==> src/rtl/gat_pkg.sv <==
// Shared constants and types for the GAT accelerator datapath.
package gat_pkg;

  localparam int unsigned NEW_FEATURE_WIDTH  = 32;
  localparam int unsigned NUM_FEATURE_OUT    = 16;
  localparam int unsigned NUM_SUBGRAPHS      = 2708;
  localparam int unsigned NEW_FEATURE_DEPTH  = NUM_SUBGRAPHS * NUM_FEATURE_OUT;
  localparam int unsigned NEW_FEATURE_ADDR_W = $clog2(NEW_FEATURE_DEPTH);

  // Readout sequencer states.
  typedef enum logic [1:0] {
    StIdle,
    StRun,
    StDrain,
    StDone
  } gat_out_state_e;

  // One output-stream beat as held in the output FIFO.
  typedef struct packed {
    logic [NEW_FEATURE_WIDTH-1:0] tdata;
    logic                         tuser;
    logic                         tlast;
  } gat_feat_beat_t;

endpackage

==> src/rtl/gat_fwft_fifo.sv <==
// Synchronous first-word-fall-through FIFO with occupancy count.
// The head entry is visible on rdata whenever valid is high; rdata reads as zero when empty.
// Push and pop may coincide even when full.
module gat_fwft_fifo #(
  parameter int unsigned WIDTH = 32,
  parameter int unsigned DEPTH = 4
) (
  input  logic                       clk,
  input  logic                       rst_n,
  input  logic                       push,
  input  logic [WIDTH-1:0]           wdata,
  input  logic                       pop,
  output logic [WIDTH-1:0]           rdata,
  output logic                       valid,
  output logic [$clog2(DEPTH+1)-1:0] count
);

  localparam int unsigned PtrW = (DEPTH > 1) ? $clog2(DEPTH) : 1;
  localparam int unsigned CntW = $clog2(DEPTH + 1);

  logic [WIDTH-1:0] mem_q [DEPTH];
  logic [PtrW-1:0]  wr_ptr_q, rd_ptr_q;
  logic [CntW-1:0]  count_q;
  logic             full, push_eff, pop_eff;

  assign valid    = (count_q != '0);
  assign full     = (count_q == CntW'(DEPTH));
  assign pop_eff  = pop && valid;
  assign push_eff = push && (!full || pop_eff);
  assign rdata    = valid ? mem_q[rd_ptr_q] : '0;
  assign count    = count_q;

  // Storage write; contents need no reset since count gates visibility.
  always_ff @(posedge clk) begin
    if (push_eff) begin
      mem_q[wr_ptr_q] <= wdata;
    end
  end

  // Pointer and occupancy bookkeeping.
  always_ff @(posedge clk) begin
    if (!rst_n) begin
      wr_ptr_q <= '0;
      rd_ptr_q <= '0;
      count_q  <= '0;
    end else begin
      if (push_eff) begin
        wr_ptr_q <= (wr_ptr_q == PtrW'(DEPTH - 1)) ? '0 : wr_ptr_q + PtrW'(1);
      end
      if (pop_eff) begin
        rd_ptr_q <= (rd_ptr_q == PtrW'(DEPTH - 1)) ? '0 : rd_ptr_q + PtrW'(1);
      end
      unique case ({push_eff, pop_eff})
        2'b10:   count_q <= count_q + CntW'(1);
        2'b01:   count_q <= count_q - CntW'(1);
        default: count_q <= count_q;
      endcase
    end
  end

  // Upstream must never push into a full FIFO without a simultaneous pop.
  assert property (@(posedge clk) disable iff (!rst_n) !(push && full && !pop));

endmodule

==> src/rtl/gat_feat_stream_out.sv <==
// Feature readout: sweeps the new-feature BRAM port B and streams every word on AXI4-Stream.
// A credit counter bounds issued-but-unconsumed reads to the FIFO depth, so the read pipeline
// can never overrun the output FIFO under back-pressure.
module gat_feat_stream_out #(
  parameter int unsigned NUM_FEATURE_OUT    = gat_pkg::NUM_FEATURE_OUT,
  parameter int unsigned NUM_SUBGRAPHS      = gat_pkg::NUM_SUBGRAPHS,
  parameter int unsigned NEW_FEATURE_DEPTH  = NUM_SUBGRAPHS * NUM_FEATURE_OUT,
  parameter int unsigned NEW_FEATURE_ADDR_W = $clog2(NEW_FEATURE_DEPTH),
  parameter int unsigned BRAM_RD_LAT        = 2,
  parameter int unsigned FIFO_DEPTH         = BRAM_RD_LAT + 2
) (
  input  logic                                  clk,
  input  logic                                  rst_n,
  input  logic                                  gat_ready,
  input  logic                                  start,
  output logic [NEW_FEATURE_ADDR_W+1:0]         feat_bram_addrb,
  input  logic [gat_pkg::NEW_FEATURE_WIDTH-1:0] feat_bram_dout,
  output logic [gat_pkg::NEW_FEATURE_WIDTH-1:0] m_axis_tdata,
  output logic                                  m_axis_tvalid,
  input  logic                                  m_axis_tready,
  output logic                                  m_axis_tuser,
  output logic                                  m_axis_tlast,
  output logic                                  busy,
  output logic                                  done,
  output logic                                  start_err
);

  import gat_pkg::*;

  localparam int unsigned AW   = NEW_FEATURE_ADDR_W;
  localparam int unsigned RowW = (NUM_FEATURE_OUT > 1) ? $clog2(NUM_FEATURE_OUT) : 1;
  localparam int unsigned CntW = $clog2(FIFO_DEPTH + 1);
  localparam int unsigned BeatW = $bits(gat_feat_beat_t);
  localparam logic [CntW:0] CreditLimit = (CntW + 1)'(FIFO_DEPTH);

  gat_out_state_e       state_q;
  logic [AW-1:0]        rd_idx_q, out_cnt_q;
  logic [RowW-1:0]      row_cnt_q;
  logic                 busy_q, done_q, start_err_q;
  logic [BRAM_RD_LAT-1:0] dl_valid_q, dl_user_q, dl_last_q;
  logic [CntW-1:0]      inflight, fifo_count;
  logic [CntW:0]        credit_used;
  logic                 issue, tag_user, tag_last, beat_xfer, fifo_push, fifo_valid;
  gat_feat_beat_t       push_beat, head_beat;
  logic [BeatW-1:0]     head_bits;

  // Reads in the delay line are those issued but not yet returned.
  always_comb begin
    inflight = '0;
    for (int i = 0; i < BRAM_RD_LAT; i++) begin
      inflight = inflight + CntW'(dl_valid_q[i]);
    end
  end

  // Issue decision and the tags that travel with each read.
  always_comb begin
    credit_used = {1'b0, inflight} + {1'b0, fifo_count};
    issue       = (state_q == StRun) && (credit_used < CreditLimit);
    tag_user    = (row_cnt_q == RowW'(NUM_FEATURE_OUT - 1));
    tag_last    = (rd_idx_q == AW'(NEW_FEATURE_DEPTH - 1));
  end

  // Delay line aligning tags with BRAM read data; reset discards reads in flight.
  always_ff @(posedge clk) begin
    if (!rst_n) begin
      dl_valid_q <= '0;
      dl_user_q  <= '0;
      dl_last_q  <= '0;
    end else begin
      dl_valid_q[0] <= issue;
      dl_user_q[0]  <= issue && tag_user;
      dl_last_q[0]  <= issue && tag_last;
      for (int i = 1; i < BRAM_RD_LAT; i++) begin
        dl_valid_q[i] <= dl_valid_q[i-1];
        dl_user_q[i]  <= dl_user_q[i-1];
        dl_last_q[i]  <= dl_last_q[i-1];
      end
    end
  end

  assign fifo_push       = dl_valid_q[BRAM_RD_LAT-1];
  assign push_beat.tdata = feat_bram_dout;
  assign push_beat.tuser = dl_user_q[BRAM_RD_LAT-1];
  assign push_beat.tlast = dl_last_q[BRAM_RD_LAT-1];

  gat_fwft_fifo #(
    .WIDTH (BeatW),
    .DEPTH (FIFO_DEPTH)
  ) u_out_fifo (
    .clk   (clk),
    .rst_n (rst_n),
    .push  (fifo_push),
    .wdata (push_beat),
    .pop   (beat_xfer),
    .rdata (head_bits),
    .valid (fifo_valid),
    .count (fifo_count)
  );

  assign head_beat       = head_bits;
  assign m_axis_tvalid   = fifo_valid;
  assign m_axis_tdata    = head_beat.tdata;
  assign m_axis_tuser    = head_beat.tuser;
  assign m_axis_tlast    = head_beat.tlast;
  assign beat_xfer       = m_axis_tvalid && m_axis_tready;
  // rd_idx holds at the final index after the last issue, so addrb never leaves the frame.
  assign feat_bram_addrb = {rd_idx_q, 2'b00};
  assign busy            = busy_q;
  assign done            = done_q;
  assign start_err       = start_err_q;

  // Readout sequencer with registered status outputs.
  always_ff @(posedge clk) begin
    if (!rst_n) begin
      state_q     <= StIdle;
      rd_idx_q    <= '0;
      row_cnt_q   <= '0;
      out_cnt_q   <= '0;
      busy_q      <= 1'b0;
      done_q      <= 1'b0;
      start_err_q <= 1'b0;
    end else begin
      done_q <= 1'b0;
      if (beat_xfer && !m_axis_tlast) begin
        out_cnt_q <= out_cnt_q + AW'(1);
      end
      unique case (state_q)
        StIdle: begin
          if (start && gat_ready) begin
            state_q     <= StRun;
            busy_q      <= 1'b1;
            rd_idx_q    <= '0;
            row_cnt_q   <= '0;
            out_cnt_q   <= '0;
            start_err_q <= 1'b0;
          end else if (start) begin
            start_err_q <= 1'b1;
          end
        end
        StRun: begin
          if (start) begin
            start_err_q <= 1'b1;
          end
          if (issue) begin
            row_cnt_q <= tag_user ? '0 : row_cnt_q + RowW'(1);
            if (tag_last) begin
              state_q <= StDrain;
            end else begin
              rd_idx_q <= rd_idx_q + AW'(1);
            end
          end
        end
        StDrain: begin
          if (start) begin
            start_err_q <= 1'b1;
          end
          if (beat_xfer && m_axis_tlast) begin
            state_q <= StDone;
            busy_q  <= 1'b0;
            done_q  <= 1'b1;
          end
        end
        StDone: begin
          if (start) begin
            start_err_q <= 1'b1;
          end
          state_q <= StIdle;
        end
        default: state_q <= StIdle;
      endcase
    end
  end

  // The tlast beat must be exactly the last word of the frame.
  assert property (@(posedge clk) disable iff (!rst_n)
    (beat_xfer && m_axis_tlast) |-> (out_cnt_q == AW'(NEW_FEATURE_DEPTH - 1)));

endmodule
==> config.mk <==
export PLATFORM = sky130hd
export DESIGN_NAME = gat_feat_stream_out
export DESIGN_NICKNAME = d
export VERILOG_FILES = /design/src/rtl/gat_pkg.sv /design/src/rtl/gat_fwft_fifo.sv /design/src/rtl/gat_feat_stream_out.sv
export SDC_FILE = /design/constraint.sdc
export NUM_CORES = 1
export LEC_CHECK = 0
export ABC_AREA = 1
export CAP_MARGIN = 30
export CORE_MARGIN = 5
export CORE_UTILIZATION = 43
export DETAILED_ROUTE_END_ITERATION = 6
export PLACE_DENSITY = 0.72
export REMOVE_ABC_BUFFERS = 1
export SLEW_MARGIN = 5
export SYNTH_ARGS = -nofsm -noshare
export SYNTH_HDL_FRONTEND = slang
export SYNTH_SLANG_ARGS = --single-unit
==> constraint.sdc <==
create_clock -name clk -period 3.1 [get_ports clk]
set_clock_uncertainty 0.2 [all_clocks]
set_input_delay 0.93 -clock clk [delete_from_list [all_inputs] [get_ports clk]]
set_output_delay 0.93 -clock clk [all_outputs]
set_load 0.05 [all_outputs]
==> results of run 1 <==
## stage by stage
stage                     instance area [um2]  setup WS (ns)  setup TNS [ns]  instances  hold WS [ns]
after floorplan                          7418         -1.133          -52.84        711        0.1900
after global placement                   9218        0.07843               0       1049        0.2070
after detailed placement                 9218        0.04182               0       1049        0.2008
after CTS                                9819        0.04582               0       1080        0.2176
after global routing                     9834       0.005002               0       1080        0.2273
final                                    9834         0.1255               0       1080        0.2135
## per-layer routing
| layer | wire length, um | share of wire [%] | vias up |
|---|---|---|---|
| li1 | - | - | 2718 |
| met1 | 7376 | 45 | 2568 |
| met2 | 7985 | 48 | 162 |
| met3 | 940 | 5.7 | 18 |
| met4 | 201 | 1.2 | 0 |
| met5 | 0 | 0 | - |
## synth_stat cells, types with 3 or more instances
| library cell | instances |
|---|---|
| ha_1 | 13 |
| inv_2 | 4 |
| clkbuf_1 | 19 |
| nor3_1 | 7 |
| nand3_2 | 3 |
| buf_4 | 3 |
| nor2_1 | 171 |
| nand3_1 | 27 |
| nand2_1 | 92 |
| inv_1 | 53 |
| a21oi_2 | 3 |
| buf_2 | 8 |
| a21oi_1 | 49 |
| nand2_4 | 4 |
| dfxtp_1 | 40 |
| o21ai_0 | 76 |
| nand4_1 | 6 |
| edfxtp_1 | 136 |
## power by group through the flow
stage | Combinational, mW | Sequential [mW] | Clock, mW
after global placement | 2.17 | 2.75 | 0
after floorplan | 1.12 | 2.85 | 0
after global routing | 2.36 | 2.71 | 2.24
final | 2.21 | 2.70 | 2.08
after detailed placement | 2.20 | 2.75 | 0
after CTS | 2.22 | 2.70 | 2.13
## worst max-delay path by stage
stage	start	end	slack [ns]	cells after the start
after floorplan	flop	m_axis_tlast	-1.13	4
after global placement	m_axis_tready	u_out_fifo.count[2]	0.08	10
after detailed placement	m_axis_tready	u_out_fifo.count[2]	0.04	10
after CTS	flop	m_axis_tdata[4]	0.05	6
after global routing	flop	m_axis_tdata[22]	0.005	6
final	flop	m_axis_tdata[10]	0.13	6
## state kept, by name (all words and copies together) (netlist names), named ones only
name,count
busy,1
dl_last_q,2
dl_user_q,2
dl_valid_q,2
done,1
rd_idx_q,16
row_cnt_q,4
start_err,1
state_q,2
u_out_fifo.count,3
u_out_fifo.mem_q,136
u_out_fifo.rd_ptr_q,2
u_out_fifo.wr_ptr_q,2
## kinds of logic after synthesis
group | count (synthesis) | synth area share (%)
AND/OR/NAND/NOR | 320 | 17.96
other | 1 | 0.04943
AO/OA/AOI/OAI | 138 | 9.797
flip-flops | 176 | 64.39
buffers and inverters | 93 | 5.278
adder cells (fa/ha/maj) | 14 | 2.408
XOR/XNOR | 1 | 0.1155
## repair_timing
action | in CTS | in global routing
buffers inserted | 0 | 0
resized for setup | 6 | 4
hold buffers | 0 | 0
setup endpoints to repair | 19 | 6
## final cells by class
| cell class | instances | share of cell area (%) |
|---|---|---|
| Clock buffer | 17 | 4.326 |
| Clock inverter | 14 | 1.603 |
| Inverter | 60 | 2.392 |
| Multi-Input combinational cell | 475 | 23.85 |
| Sequential cell | 176 | 49.68 |
| Tap cell | 225 | 2.863 |
| Timing Repair Buffer | 113 | 15.28 |
## worst max-delay path, stage by stage, from the launching register on
cell	delay, ns
dfxtp_2	0.41
buf_12	0.25
nor2_1	0.08
nor2_1	0.10
o21ai_0	0.10
a21oi_1	0.30
buf_12	0.18
==> results.md, run 1 <==
- Post-synthesis cell count: 743
- Final net count: 894
- CTS tree: done
- Synth cell types: 43
- Register area share after synthesis: 64.39%
- Clock Power Share: 29.8%
- Pint: 4.612 mW
- R2R Setup Slk: 0.85 ns
- RR Endpoint: u_out_fifo.count[2]
- Crit path time final: 2.975 ns
- Core Area: 0.01730 mm2
- R2r startpoint: u_out_fifo.count[0]
- Final period util: 95.95%
- GR Overflow Total: 0
- H-tree depth: 4
- Clock Latency Late Sink: 0.42 ns
- Maximum VDD drop: 0.4841 mV
- Run status: finished, final reports clean
- Pwr Total: 7.001 mW
- IO Pins: 93
- Largest area contributor in the netlist: edfxtp_1
- FF+latch count, synth: 176
- Commonest non-fill, non-tap cell in the layout: nor2_1
- Worst path arrival time: 1.84 ns
- Slew Viols, Final: 0
- Post-layout util: 56.86%
- Vias in the first global route: 5141
- Port Buf Inserts: 90
- Area growth syn-to-layout: 29.64%
- Met2 usage in global routing: 26.88%
- Rows: 48
- Min-Delay Endpoint: dl_last_q[1]
- Number of synthesized flops with an enable pin: 136
- Drt first pass iters: 5
- WL/cell: 15.28 um
- Top cell type's share of synthesized area: 53.83%
- Pwr Density: 711.9 mW/mm2
- DPL Wire Length: 10500 um
- Syn. warnings: 0
- Antenna violations before repair: 0
- # diodes: 0
- DR vias: 5466
- M3 GR Usage: 3.416%
- DIE AREA: 0.02040 mm2
- Commonest cells after routing, fill and taps aside: nor2_1 (167), edfxtp_1 (136), nand2_1 (92)
- Final hold violation count: 0
- Startpoint types: flop
- Switching Fraction: 34.13%
- Die Span Y: 142.8 um
- Ys flop type: edfxtp_1
- Comb power frac: 31.6%
- Mean Syn Cell Area: 10.21 um2
- Busiest grt layer: met2
- Sink Count: 176
- Slew HR: 65.62%
- Initial Util: 43.86%
- Leakage power: 3.639 nW
- Clock buffer depth: 2
- Post-route ant nets: 0
- Type of the worst setup path: flop to output pin
- FILL cells: 1437
- Detailed Route WL: 16500 um
- Hold Crit Depth: 2
- Initial drt markers: 359
- Synth top area cells: edfxtp_1 (54%), dfxtp_1 (11%), nor2_1 (8.5%), o21ai_0 (5.0%), nand2_1 (4.6%)
- Area of the mapped netlist: 0.007586 mm2
- First-pass GRT wire length: 25910 um
- Fmax: 336.2 MHz
- Critical path fanouts, max: 46
- Maxcap violations: 0
- Ys async rst share: 0%
- Register area: 0.004886 mm2
- Net Sw Power: 2.389 mW
- RSZ-0062 raised after global routing: no
- Multi-input logic area: 0.002346 mm2
- DRC: 0
- Clock root cell: clkbuf_16
- Via density: 5.061
- Tot GR Track Use: 16.24%
- Clock slew at reported path FFs: 0.06 ns
- Worst-margin pin slew: 0.5141 ns
- M1 GR Usage: 21.34%
- Pin count of the biggest net entering global routing: 47
- Class of the worst hold path: flop to flop
- Share of cells above drive strength 1: 14.39%
- Flop pwr share: 38.6%
- R2R cell count: 10
- Die Wd: 142.8 um
- Critical path required time: 1.97 ns
- Final setup vio count: 0
- TritonCTS Buffers: 17
- RD Place Congestion: 0.8558
- CP endpoint kind: output pin
- Hold path startpoint: dl_last_q[0]
No activity file was read; power rests on OpenSTA's default activity.
==> run 2, diff against run 1 <==
Settings changed: CAP_MARGIN 30 to not set.
==> results of run 2 <==
Final layout, timing and power as in run 1 (identical DEF).
==> run 3, diff against run 2 <==
Settings changed: CORE_MARGIN 5 to 4.
==> run 3 against run 2 <==
  * Combinational power is essentially flat
  * Global-route usage grew 0.68 points
  * Worst hold slack lost 0.0032 ns
  * Largest cell class unchanged
  * Highest routed layer is now met5
==> results.md, run 3 (synthesized netlist as in run 1, its figures left out) <==
- Run status: finished, final reports clean
- Final setup vio count: 0 (unchanged)
- Maxcap violations: 0 (unchanged)
- Rows: 48 (unchanged)
- WL/cell: 14.94 um (-2.3%)
- Detailed Route WL: 16190 um (-1.9%)
- Die Wd: 140.8 um (-1.4%)
- Worst path arrival time: 1.85 ns (about the same)
- DPL Wire Length: 10510 um (about the same)
- Worst-margin pin slew: 0.5069 ns (-0.007141 ns)
- Most flops, register: u_out_fifo.mem_q
- Initial Util: 43.86% (unchanged)
- Via density: 5.054 (-0.15%)
- Pwr Density: 704.3 mW/mm2 (-1.1%)
- First-pass GRT wire length: 26630 um (+2.8%)
- DRC: 0 (unchanged)
- IO Pins: 93 (unchanged)
- Core Area: 0.01730 mm2 (unchanged)
- Port Buf Inserts: 90 (unchanged)
- Startpoint types: flop
- CTS tree: done
- Final period util: 96.17% (+0.22 points)
- Crit path time final: 2.981 ns (+0.006830 ns)
- Initial drt markers: 350 (-2.5%)
- Drt first pass iters: 5 (unchanged)
- Clock buffer depth: 2 (unchanged)
- Final hold violation count: 0 (unchanged)
- DIE AREA: 0.01983 mm2 (-2.8%)
- Finished Layout Cells: 1084 (+0.37%)
- Die Span Y: 140.8 um (-1.4%)
- Hold Crit Depth: 2 (unchanged)
- Pin count of the biggest net entering global routing: 41 (-13%)
- Post-route ant nets: 0 (unchanged)
- Final net count: 897 (+0.34%)
- Fmax: 335.4 MHz (-0.23%)
- DR vias: 5478 (+0.22%)
- GR Overflow Total: 0 (unchanged)
- Clock Latency Late Sink: 0.42 ns (about the same)
- Clock root cell: clkbuf_16
- # diodes: 0 (unchanged)
- Antenna violations before repair: 1 (+1)
- Commonest cells after routing, fill and taps aside: nor2_1 (167), edfxtp_1 (136), nand2_1 (92)
- Hold Slack: 0.2104 ns (-0.003192 ns)
- Vias in the first global route: 5385 (+4.7%)
- CP endpoint kind: output pin
- Tot GR Track Use: 16.92% (+0.68 points)
- R2R cell count: 11 (+1)
- Commonest non-fill, non-tap cell in the layout: nor2_1
- TritonCTS Buffers: 17 (unchanged)
- CTS Hold Bufs: 0 (unchanged)
- Critical path fanouts, max: 16 (-65%)
- Maximum VDD drop: 0.4238 mV (-12%)
- Share of cells above drive strength 1: 15.13% (+0.75 points)
- Critical path required time: 1.97 ns (about the same)
- Type of the worst setup path: flop to output pin
- Class of the worst hold path: flop to flop
- Sink Count: 176 (unchanged)
- DP Area: 0.009263 mm2 (+0.49%)
- Slew Viols, Final: 0 (unchanged)
- Clock slew at reported path FFs: 0.07 ns (about the same)
- Inst Count DP: 1050 (+0.095%)
- Area growth syn-to-layout: 30.05%
- H-tree depth: 4 (unchanged)
- Largest register FFs: 136 (unchanged)
- Pwr Total: 6.948 mW (-0.76%)
- RD Place Congestion: 0.8951 (+4.6%)
- Slew HR: 66.10% (+0.48 points)
- Top flop regs: u_out_fifo.mem_q x136, rd_idx_q x16, row_cnt_q x4
- Leakage power: 3.644 nW (+0.15%)
- Post-route cell area: 0.009866 mm2 (+0.32%)
- Post-layout util: 57.04% (+0.18 points)
run 3: changes by cell type in the layout (fill, tap and decap cells not counted), sizes merged:
cell	change
buf	+3
clkinvlp	+2
bufinv	-1
run 3: timing repair:
action	CTS	global route
setup endpoints to repair	24	12
setup buffers	0	2
gates resized for setup	1	7
run 3: cell type report:
cell class,instances,area [um2]
tap,225,281.5
inverter,60,229.0
multi-input combinational,475,2361
clock buffer,17,425.4
clock inverter,15,133.9
fill,1411,7431
timing repair buffer,116,1546
sequential,176,4888
run 3: critical path: stages (launching register included):
cell and delay, ns:
dfxtp_4 0.48, buf_4 0.21, nor2_1 0.05, nor2_1 0.08, o21ai_0 0.11, a21oi_1 0.30, buf_12 0.18
run 3: final timing paths:
kind / startpoint / end / slack, ns
min reg2reg: dl_last_q[0] / dl_last_q[1] / 0.21
max: flop / m_axis_tdata[8] / 0.12
max reg2reg: rd_idx_q[0] / rd_idx_q[15] / 1.03
min: dl_last_q[0] / dl_last_q[1] / 0.21
run 3: metrics by stage:
stage / setup TNS, ns / worst slack, ns
finish: 0 / 0.1187
global route: -0.0002869 / -0.0002869
CTS: 0 / 0.03261
detailed placement: 0 / 0.08020
global placement: 0 / 0.09887
floorplan: -52.84 / -1.133
run 3: report_power, final:
| part | switching (mW) | internal (mW) | leakage [nW] |
|---|---|---|---|
| sequential | 0.0761 | 2.64 | 1.54 |
| combinational | 1.38 | 0.847 | 1.83 |
| clock | 0.945 | 1.06 | 0.269 |
| total | 2.40 | 4.55 | 3.64 |
run 3: layer usage:
metal | vias up | track usage (%) | routed length, um
met5 | - | 0 | 8
met4 | 2 | 4.793 | 208
met3 | 20 | 4.579 | 886
met2 | 163 | 28.38 | 8074
li1 | 2715 | - | -
met1 | 2578 | 21.70 | 7012
